### src/rtl/mmcm_rst_seq.sv
// rtl/mmcm_rst_seq.sv - MMCM reset/lock sequencer with timeout retry, stability filter and fault latch
// Drives MMCM_RST, holds downstream reset until lock has been stable, retries on timeout or glitch.
module mmcm_rst_seq #(
    parameter int RST_PULSE_CYC    = 8,
    parameter int LOCK_TIMEOUT_CYC = 20000,
    parameter int STABLE_CYC       = 256,
    parameter int MAX_RETRY        = 4
) (
    input  logic       CLKIN1,
    input  logic       RST,
    input  logic       LOCKED,
    output logic       MMCM_RST,
    output logic       RST_OUT,
    output logic       READY,
    output logic       FAULT,
    output logic [3:0] RETRY_CNT,
    output logic [7:0] LOSS_CNT
);

    localparam int MAX_AB  = (RST_PULSE_CYC > LOCK_TIMEOUT_CYC) ? RST_PULSE_CYC : LOCK_TIMEOUT_CYC;
    localparam int MAX_CYC = (MAX_AB > STABLE_CYC) ? MAX_AB : STABLE_CYC;
    localparam int CW      = $clog2(MAX_CYC + 1);

    localparam logic [CW-1:0] PULSE_LAST   = CW'(RST_PULSE_CYC - 1);
    localparam logic [CW-1:0] TIMEOUT_LAST = CW'(LOCK_TIMEOUT_CYC - 1);
    localparam logic [CW-1:0] STABLE_LAST  = CW'(STABLE_CYC - 1);
    localparam logic [3:0]    RETRY_LIMIT  = 4'(MAX_RETRY);

    typedef enum logic [2:0] {
        S_RESET,
        S_WAIT_LOCK,
        S_STABLE,
        S_RUN,
        S_FAULT
    } state_t;

    state_t        r_state;
    state_t        w_nxt_state;
    logic [CW-1:0] r_cnt;
    logic [CW-1:0] w_nxt_cnt;
    logic [3:0]    r_retry;
    logic [3:0]    w_nxt_retry;
    logic [3:0]    w_retry_inc;
    logic [7:0]    r_loss;
    logic [7:0]    w_nxt_loss;
    logic          w_fail;
    logic          r_sync1;
    logic          r_locked_s;
    logic          r_mmcm_rst;
    logic          r_rst_out;
    logic          r_ready;
    logic          r_fault;

    assign w_retry_inc = r_retry + 4'd1;

    // Counter only advances while a state is still waiting on its terminal count,
    // so it can never wrap regardless of how long RUN or FAULT persist.
    always_comb begin
        w_nxt_state = r_state;
        w_nxt_cnt   = r_cnt;
        w_nxt_retry = r_retry;
        w_nxt_loss  = r_loss;
        w_fail      = 1'b0;
        case (r_state)
            S_RESET: begin
                if (r_cnt == PULSE_LAST) w_nxt_state = S_WAIT_LOCK;
                else                     w_nxt_cnt   = r_cnt + CW'(1);
            end
            S_WAIT_LOCK: begin
                if (r_locked_s)                  w_nxt_state = S_STABLE;
                else if (r_cnt == TIMEOUT_LAST)  w_fail      = 1'b1;
                else                             w_nxt_cnt   = r_cnt + CW'(1);
            end
            S_STABLE: begin
                // Checking lock first makes a drop on the completing cycle a failure.
                if (!r_locked_s)                w_fail      = 1'b1;
                else if (r_cnt == STABLE_LAST)  w_nxt_state = S_RUN;
                else                            w_nxt_cnt   = r_cnt + CW'(1);
            end
            S_RUN: begin
                if (!r_locked_s) begin
                    w_nxt_state = S_RESET;
                    if (r_loss != 8'hFF) w_nxt_loss = r_loss + 8'd1;
                end
            end
            S_FAULT: begin
                w_nxt_state = S_FAULT;
            end
            default: begin
                w_nxt_state = S_RESET;
            end
        endcase

        if (w_fail) begin
            w_nxt_retry = w_retry_inc;
            w_nxt_state = (w_retry_inc == RETRY_LIMIT) ? S_FAULT : S_RESET;
        end
        if (w_nxt_state != r_state) w_nxt_cnt = '0;
        if (w_nxt_state == S_RUN && r_state != S_RUN) w_nxt_retry = 4'd0;
    end

    // Outputs are registered from the next state so they are valid in a state's first cycle.
    always_ff @(posedge CLKIN1) begin
        if (RST) begin
            r_sync1    <= 1'b0;
            r_locked_s <= 1'b0;
            r_state    <= S_RESET;
            r_cnt      <= '0;
            r_retry    <= 4'd0;
            r_loss     <= 8'd0;
            r_mmcm_rst <= 1'b1;
            r_rst_out  <= 1'b1;
            r_ready    <= 1'b0;
            r_fault    <= 1'b0;
        end else begin
            r_sync1    <= LOCKED;
            r_locked_s <= r_sync1;
            r_state    <= w_nxt_state;
            r_cnt      <= w_nxt_cnt;
            r_retry    <= w_nxt_retry;
            r_loss     <= w_nxt_loss;
            r_mmcm_rst <= (w_nxt_state == S_RESET) || (w_nxt_state == S_FAULT);
            r_rst_out  <= (w_nxt_state != S_RUN);
            r_ready    <= (w_nxt_state == S_RUN);
            r_fault    <= (w_nxt_state == S_FAULT);
        end
    end

    assign MMCM_RST  = r_mmcm_rst;
    assign RST_OUT   = r_rst_out;
    assign READY     = r_ready;
    assign FAULT     = r_fault;
    assign RETRY_CNT = r_retry;
    assign LOSS_CNT  = r_loss;

endmodule

### config.mk
export PLATFORM = sky130hd
export DESIGN_NAME = mmcm_rst_seq
export DESIGN_NICKNAME = d
export VERILOG_FILES = /design/src/rtl/mmcm_rst_seq.sv
export SDC_FILE = /design/constraint.sdc
export NUM_CORES = 1
export LEC_CHECK = 0
export ABC_AREA = 1
export BUFFER_PORTS_ARGS = -buffer_cell sky130_fd_sc_hd__clkbuf_2
export CAP_MARGIN = 20
export CORE_MARGIN = 2
export CORE_UTILIZATION = 34
export CTS_CLUSTER_SIZE = 25
export DETAILED_ROUTE_END_ITERATION = 6
export GPL_ROUTABILITY_DRIVEN = 0
export GPL_TIMING_DRIVEN = 1
export PLACE_DENSITY = 0.51
export SYNTH_ARGS = -nofsm -noshare
export SYNTH_HDL_FRONTEND = slang
export SYNTH_SLANG_ARGS = --single-unit
### constraint.sdc
create_clock -name CLKIN1 -period 1.5 [get_ports CLKIN1]
set_input_delay 0.075 -clock CLKIN1 [delete_from_list [all_inputs] [get_ports CLKIN1]]
set_output_delay 0.075 -clock CLKIN1 [all_outputs]
set_load 0.005 [all_outputs]
==> out/metrics.yaml, run 1 <==
hold_start: "RST"
nNetsFinal: 366
cts.sinks: 36
drive_gt1_share_pct: 39.9
initial_core_util_pct: 35.4
drt.antenna.violating_nets: 0
area_delta_synth_final_pct: 43.1
die_x_um: 79.9
synth_top_area_cell: "dfxtp_1"
status: "finished, violations left"
p_total_uw: 1940
place_area_um2: 2520
worstMarginPinSlew_ns: 0.273
finClkSkew_ns: 0.00309
max-vdd-ir-drop_mv: 0.564
cts_root_buf: "clkbuf_8"
setup_slack_ns: -0.0640
drtIter0Drc: 49
p_seq_share_pct: 50.3
worstPathRequired_ns: 1.73
cts.clk_slew.worst_paths_ns: 0.07
met3WireLength_um: 128
synth_nets: 290
ys_seq_area_share_pct: 36.8
ys_dominant_reg_cell: "dfxtp_1"
vias: 1974
core.rowCount: 27
switching_share_pct: 21.9
setup_viol: 15
yosys_warnings: 0
cts_made_buffers: 5
netlist_top_cells_count: "57 x nand2_1, 39 x inv_1, 36 x dfxtp_1, 36 x nor2_1, 25 x nand3_1"
dieHeight_um: 79.9
clock_path_buffers: 2
die_area_um2: 6390
fin_crit_sh_pct: 104
synthArstFlopShare_pct: 0
critPathKind: "reg2reg"
wl_per_cell_um: 10.9
p_int_uw: 1520
grt_pass1_wl_mm: 7.59
io-pin-count: 19
cts_htree_levels: 2
cts_tree: "built"
relSlewSlack_pct: 81.7
drt_wl_total_mm: 4.73
fin_area_um2: 2810
io_buffer_count: 18
p_per_area_nw_per_um2: 693
drtPass1Iterations: 4
yosysMostFrequentCell: "nand2_1"
post-route-min-period_ns: 1.56
drc_errors: 0
r2r_cells: 11
drt-vias-per-instance: 4.56
violations: "negative setup slack"
syn-instance-count: 284
comb_power_share_pct: 6.0
arrival_ns: 1.80
worstHoldPathCells: 2
worstSetupStartpoint: "r_cnt[1]"
synth-seq-cells: 36
synth_area_um2: 1960
dr_wl_met2_mm: 2.31
routed.top_layer: "met4"
overflow: 0
antenna_cells: 0
cp_max_fo: 6
p_leak_uw: 0.00119
synth_area_per_cell_um2: 6.90
clk_latency_ns: 0.29
dpl.hpwl_mm: 3.47
synth_edf_count: 0
start_kind: "flop"
setup_tns_ns: -0.571
p_sw_uw: 427
max_freq_mhz: 639
r2r_start: "r_cnt[1]"
grt_use_total_pct: 15.3
min_path_type: "in2reg"
final-hold-violation-count: 0
grt_max_degree: 25
synth_top_cells_by_area: "dfxtp_1 37%, nand2_1 11%, inv_1 7.5%"
synth_top_area_share_pct: 36.8
finalMaxSlewViolations: 0
p_clk_share_pct: 43.7
end_kind: "flop"
antenna_found_initial: 0
m1WireLength_mm: 2.17
drv_cap: 0
synthDistinctLibCells: 25
grt_setup_unrepaired: "yes"
grt_pass1_vias: 1773
core_um2: 5540
[routing by layer]
| layer | global-route usage, % | vias up |
|---|---|---|
| met4 | 6.27 | 0 |
| li1 | - | 1057 |
| met5 | 0 | - |
| met1 | 18.1 | 878 |
| met2 | 26.3 | 27 |
| met3 | 3.51 | 12 |
[cells by family (layout without fill, tap and decap cells)]
kind of cell	after synthesis	in the layout	share of synthesized area, %
simple gates	160	160	38.7
buf+inv	45	122	10.4
flops	36	36	36.8
compound gates	31	31	8.23
xor+xnor	9	9	4.02
fa+ha+maj	3	3	1.91
[critical path, cell delays in order, from the launching register on]
cell and delay [ns]:
dfxtp_2 0.34, ha_4 0.17, nand3_4 0.10, nor2_2 0.05, nand3_2 0.09, nand2_2 0.06
nor2_4 0.23, clkbuf_16 0.20, nand2_1 0.05, o21ai_1 0.07, inv_1 0.06, nor2_2 0.09
[layout make-up]
class | instances | area, um2
clock buffer | 6 | 72.6
clock inverter | 2 | 35.0
fill | 547 | 2740
inverter | 40 | 155
multi-input combinational | 203 | 1130
sequential | 36 | 742
tap | 72 | 90.1
timing repair buffer | 74 | 581
[power groups by stage]
stage | clock network (uW) | registers (uW) | logic, uW
after floorplan | 0 | 1000 | 63.4
after global placement | 0 | 1000 | 109
after detailed placement | 0 | 1000 | 110
after CTS | 880 | 979 | 114
after global routing | 917 | 978 | 130
final | 850 | 977 | 117
[per-stage QoR]
stage,setup slack (ns),hold slack [ns],std cells,utilization [%]
finish,-0.0640,0.0854,433,50.6
global placement,-0.0627,0.270,419,45.5
CTS,-0.0483,0.0882,429,48.2
floorplan,0.00606,0.182,284,-
global route,-0.172,0.112,433,50.6
detailed placement,-0.0525,0.275,419,45.5
[sequential cells by signal, summed over array words and instances (netlist names)]
signal and cells:
r_state 3, FAULT 1, RST_OUT 1, LOSS_CNT 8
READY 1, r_locked_s 1, r_cnt 15, r_sync1 1
MMCM_RST 1, RETRY_CNT 4
[repair_timing]
item	4_1_cts	5_1_grt
hold buffers	1	0
setup endpoints to repair	22	30
endpoints found under the hold margin	1	0
cloned	0	2
buffers inserted	1	2
pin swaps	2	6
gates resized for setup	12	35
[layout by cell type, fill, tap and decap left out, types with 14 or more instances in the layout]
master    instances
nand2_1          52
buf_4            49
inv_1            38
nor2_1           25
nand3_1          25
dfxtp_1          21
nor2_2           21
clkbuf_2         18
a21oi_1          15
dfxtp_2          14
[worst paths after layout]
path	end	slack [ns]
max	r_cnt[10]	-0.06
min	r_state[2]	0.09
max reg2reg	r_cnt[10]	-0.06
min reg2reg	r_locked_s	0.40
(Power assumes the default switching activity.)
==> run 2: changes to the inputs <==
CORE_MARGIN = default   (was 2)
TNS_END_PERCENT = 10   (was default)
==> out/metrics.yaml, run 2 (synthesized netlist as in run 1, its figures left out) <==
dpl.hpwl_mm: 3.53  # +1.7%
drt-vias-per-instance: 4.56  # about the same
antenna_cells: 0  # unchanged
finClkSkew_ns: 0.0115  # +0.00838 ns
wl_per_cell_um: 11.5  # +5.3%
p_leak_uw: 0.00113  # -5.3%
regMostFlops: "r_cnt"
fin_crit_sh_pct: 105  # +1.1 points
setup_slack_ns: -0.0807  # -0.0167 ns
clk_latency_ns: 0.30  # about the same
drt_wl_total_mm: 4.88  # +3.1%
end_kind: "flop"
grt_pass1_vias: 1838  # +3.7%
grt_pass1_wl_mm: 8.36  # +10%
drtPass1Iterations: 4  # unchanged
io-pin-count: 19  # unchanged
path_cells: "nor2_4 > nand2_2 > nor2_4 > nand3_2 > nand2_2 > nand2_2 > nand2_2 > nand2_4 > nand2_4 > nand3_4 > nor2_1"
mostFrequentLayoutCells: "54 x nand2_1, 43 x buf_4, 38 x inv_1, 25 x dfxtp_1, 24 x nand3_1"
critical_path.slowest_cell: "dfxtp_2"
p_per_area_nw_per_um2: 724  # +4.5%
io_buffer_count: 18  # unchanged
p_total_uw: 1970  # +1.1%
crit_top_cell: "nand2_2"
antenna_found_initial: 0  # unchanged
status: "finished, violations left"
violations: "negative setup slack"
die_x_um: 77.9  # -2.5%
core_um2: 5540  # unchanged
start_kind: "flop"
drive_gt1_share_pct: 37.5  # -2.4 points
drt.antenna.violating_nets: 0  # unchanged
worstSetupStartpoint: "r_cnt[8]"
grt_setup_unrepaired: "yes"
min_path_type: "in2reg"
initial_core_util_pct: 35.4  # unchanged
grt_max_degree: 19  # -24%
utilization_pct: 49.0  # -1.6 points
cts_htree_levels: 2  # unchanged
drc_errors: 0  # unchanged
drv_cap: 0  # unchanged
cts.sinks: 36  # unchanged
relSlewSlack_pct: 81.1  # -0.58 points
setup_tns_ns: -0.740  # -0.169 ns
vias: 1932  # -2.1%
cp_max_fo: 8  # +2
area_delta_synth_final_pct: 38.4
cts_root_buf: "clkbuf_8"
max-vdd-ir-drop_mv: 0.468  # -17%
finalMaxSlewViolations: 0  # unchanged
arrival_ns: 1.81  # about the same
grt_use_total_pct: 17.8  # +2.6 points
cts.clk_slew.worst_paths_ns: 0.08  # about the same
dp_cells: 414  # -1.2%
worstPathRequired_ns: 1.73  # about the same
clock_path_buffers: 2  # unchanged
worstMarginPinSlew_ns: 0.283  # +0.0108 ns
max_freq_mhz: 633  # -1.1%
die_area_um2: 6070  # -4.9%
layout_commonest_cell: "nand2_1"
final-hold-violation-count: 0  # unchanged
core.rowCount: 27  # unchanged
cts_made_buffers: 5  # unchanged
setup_viol: 16  # +1
overflow: 0  # unchanged
largest_reg_flops: 15  # unchanged
r2r_start: "r_cnt[8]"
hold_start: "RST"
critPathKind: "reg2reg"
stdcell_count: 424  # -2.1%
dieHeight_um: 77.9  # -2.5%
cts_tree: "built"
slowest_delay_ns: 0.37  # +0.03 ns
post-route-min-period_ns: 1.58  # +0.0167 ns
pre_cts_ws_ns: -0.115  # -0.0625 ns
drtIter0Drc: 82  # +67%
nNetsFinal: 357  # -2.5%
==> run 2: changes by cell type in the layout (fill, tap and decap cells not counted), moves of 4 or more <==
cell,before,now
o21ai_1,7,3
buf_4,49,43
nand2_2,12,8
dfxtp_1,21,25
nor2_1,25,21
o21ai_0,5,10
==> run 2: area by class of cell <==
cell class                 count  area [um2]
fill                         587        2830
multi-input combinational    204        1170
sequential                    36         734
timing repair buffer          64         454
inverter                      40         153
tap                           72        90.1
clock buffer                   5        68.8
clock inverter                 3        42.5
==> run 2: where the power goes <==
| part | switching, uW | internal, uW | leakage [uW] |
|---|---|---|---|
| clock network | 381 | 492 | 0.0000541 |
| logic | 63.1 | 51.1 | 0.000780 |
| registers | 10.7 | 968 | 0.000296 |
==> run 2: worst paths after layout <==
| path | to | slack (ns) | cells past startpoint |
|---|---|---|---|
| setup / recovery | r_cnt[0] | -0.08 | 11 |
| hold / removal | r_state[2] | 0.08 | 2 |
| setup reg to reg | r_cnt[0] | -0.08 | 11 |
| hold reg to reg | r_locked_s | 0.41 | 2 |
==> run 2: what timing repair did <==
item,4_1_cts,5_1_grt
gates resized for setup,11,31
hold buffers,1,0
setup endpoints to repair,21,30
cloned,1,0
hold endpoints to repair,1,0
pin swaps,2,8
setup buffers,0,0
==> run 2: worst max-delay path: cells and delay by family, from the launching register on <==
| family | cells | cell delay [ns] |
|---|---|---|
| and+or+nand+nor | 11 | 1.14 |
| DFF | 1 | 0.37 |
==> run 2: per-layer routing <==
| layer | wire [um] | global-route usage, % | up-vias |
|---|---|---|---|
| li1 | - | - | 1039 |
| met1 | 2280 | 21.6 | 846 |
| met2 | 2330 | 29.7 | 35 |
| met3 | 149 | 4.35 | 12 |
| met4 | 119 | 8.15 | 0 |
| met5 | 0 | 0 | - |
==> run 2: per-stage QoR <==
| stage | cell area [um2] | hold WS [ns] |
|---|---|---|
| after floorplan | 2000 | 0.182 |
| after global placement | 2470 | 0.271 |
| after detailed placement | 2470 | 0.297 |
| after CTS | 2640 | 0.0891 |
| after global routing | 2710 | 0.107 |
| final | 2710 | 0.0767 |
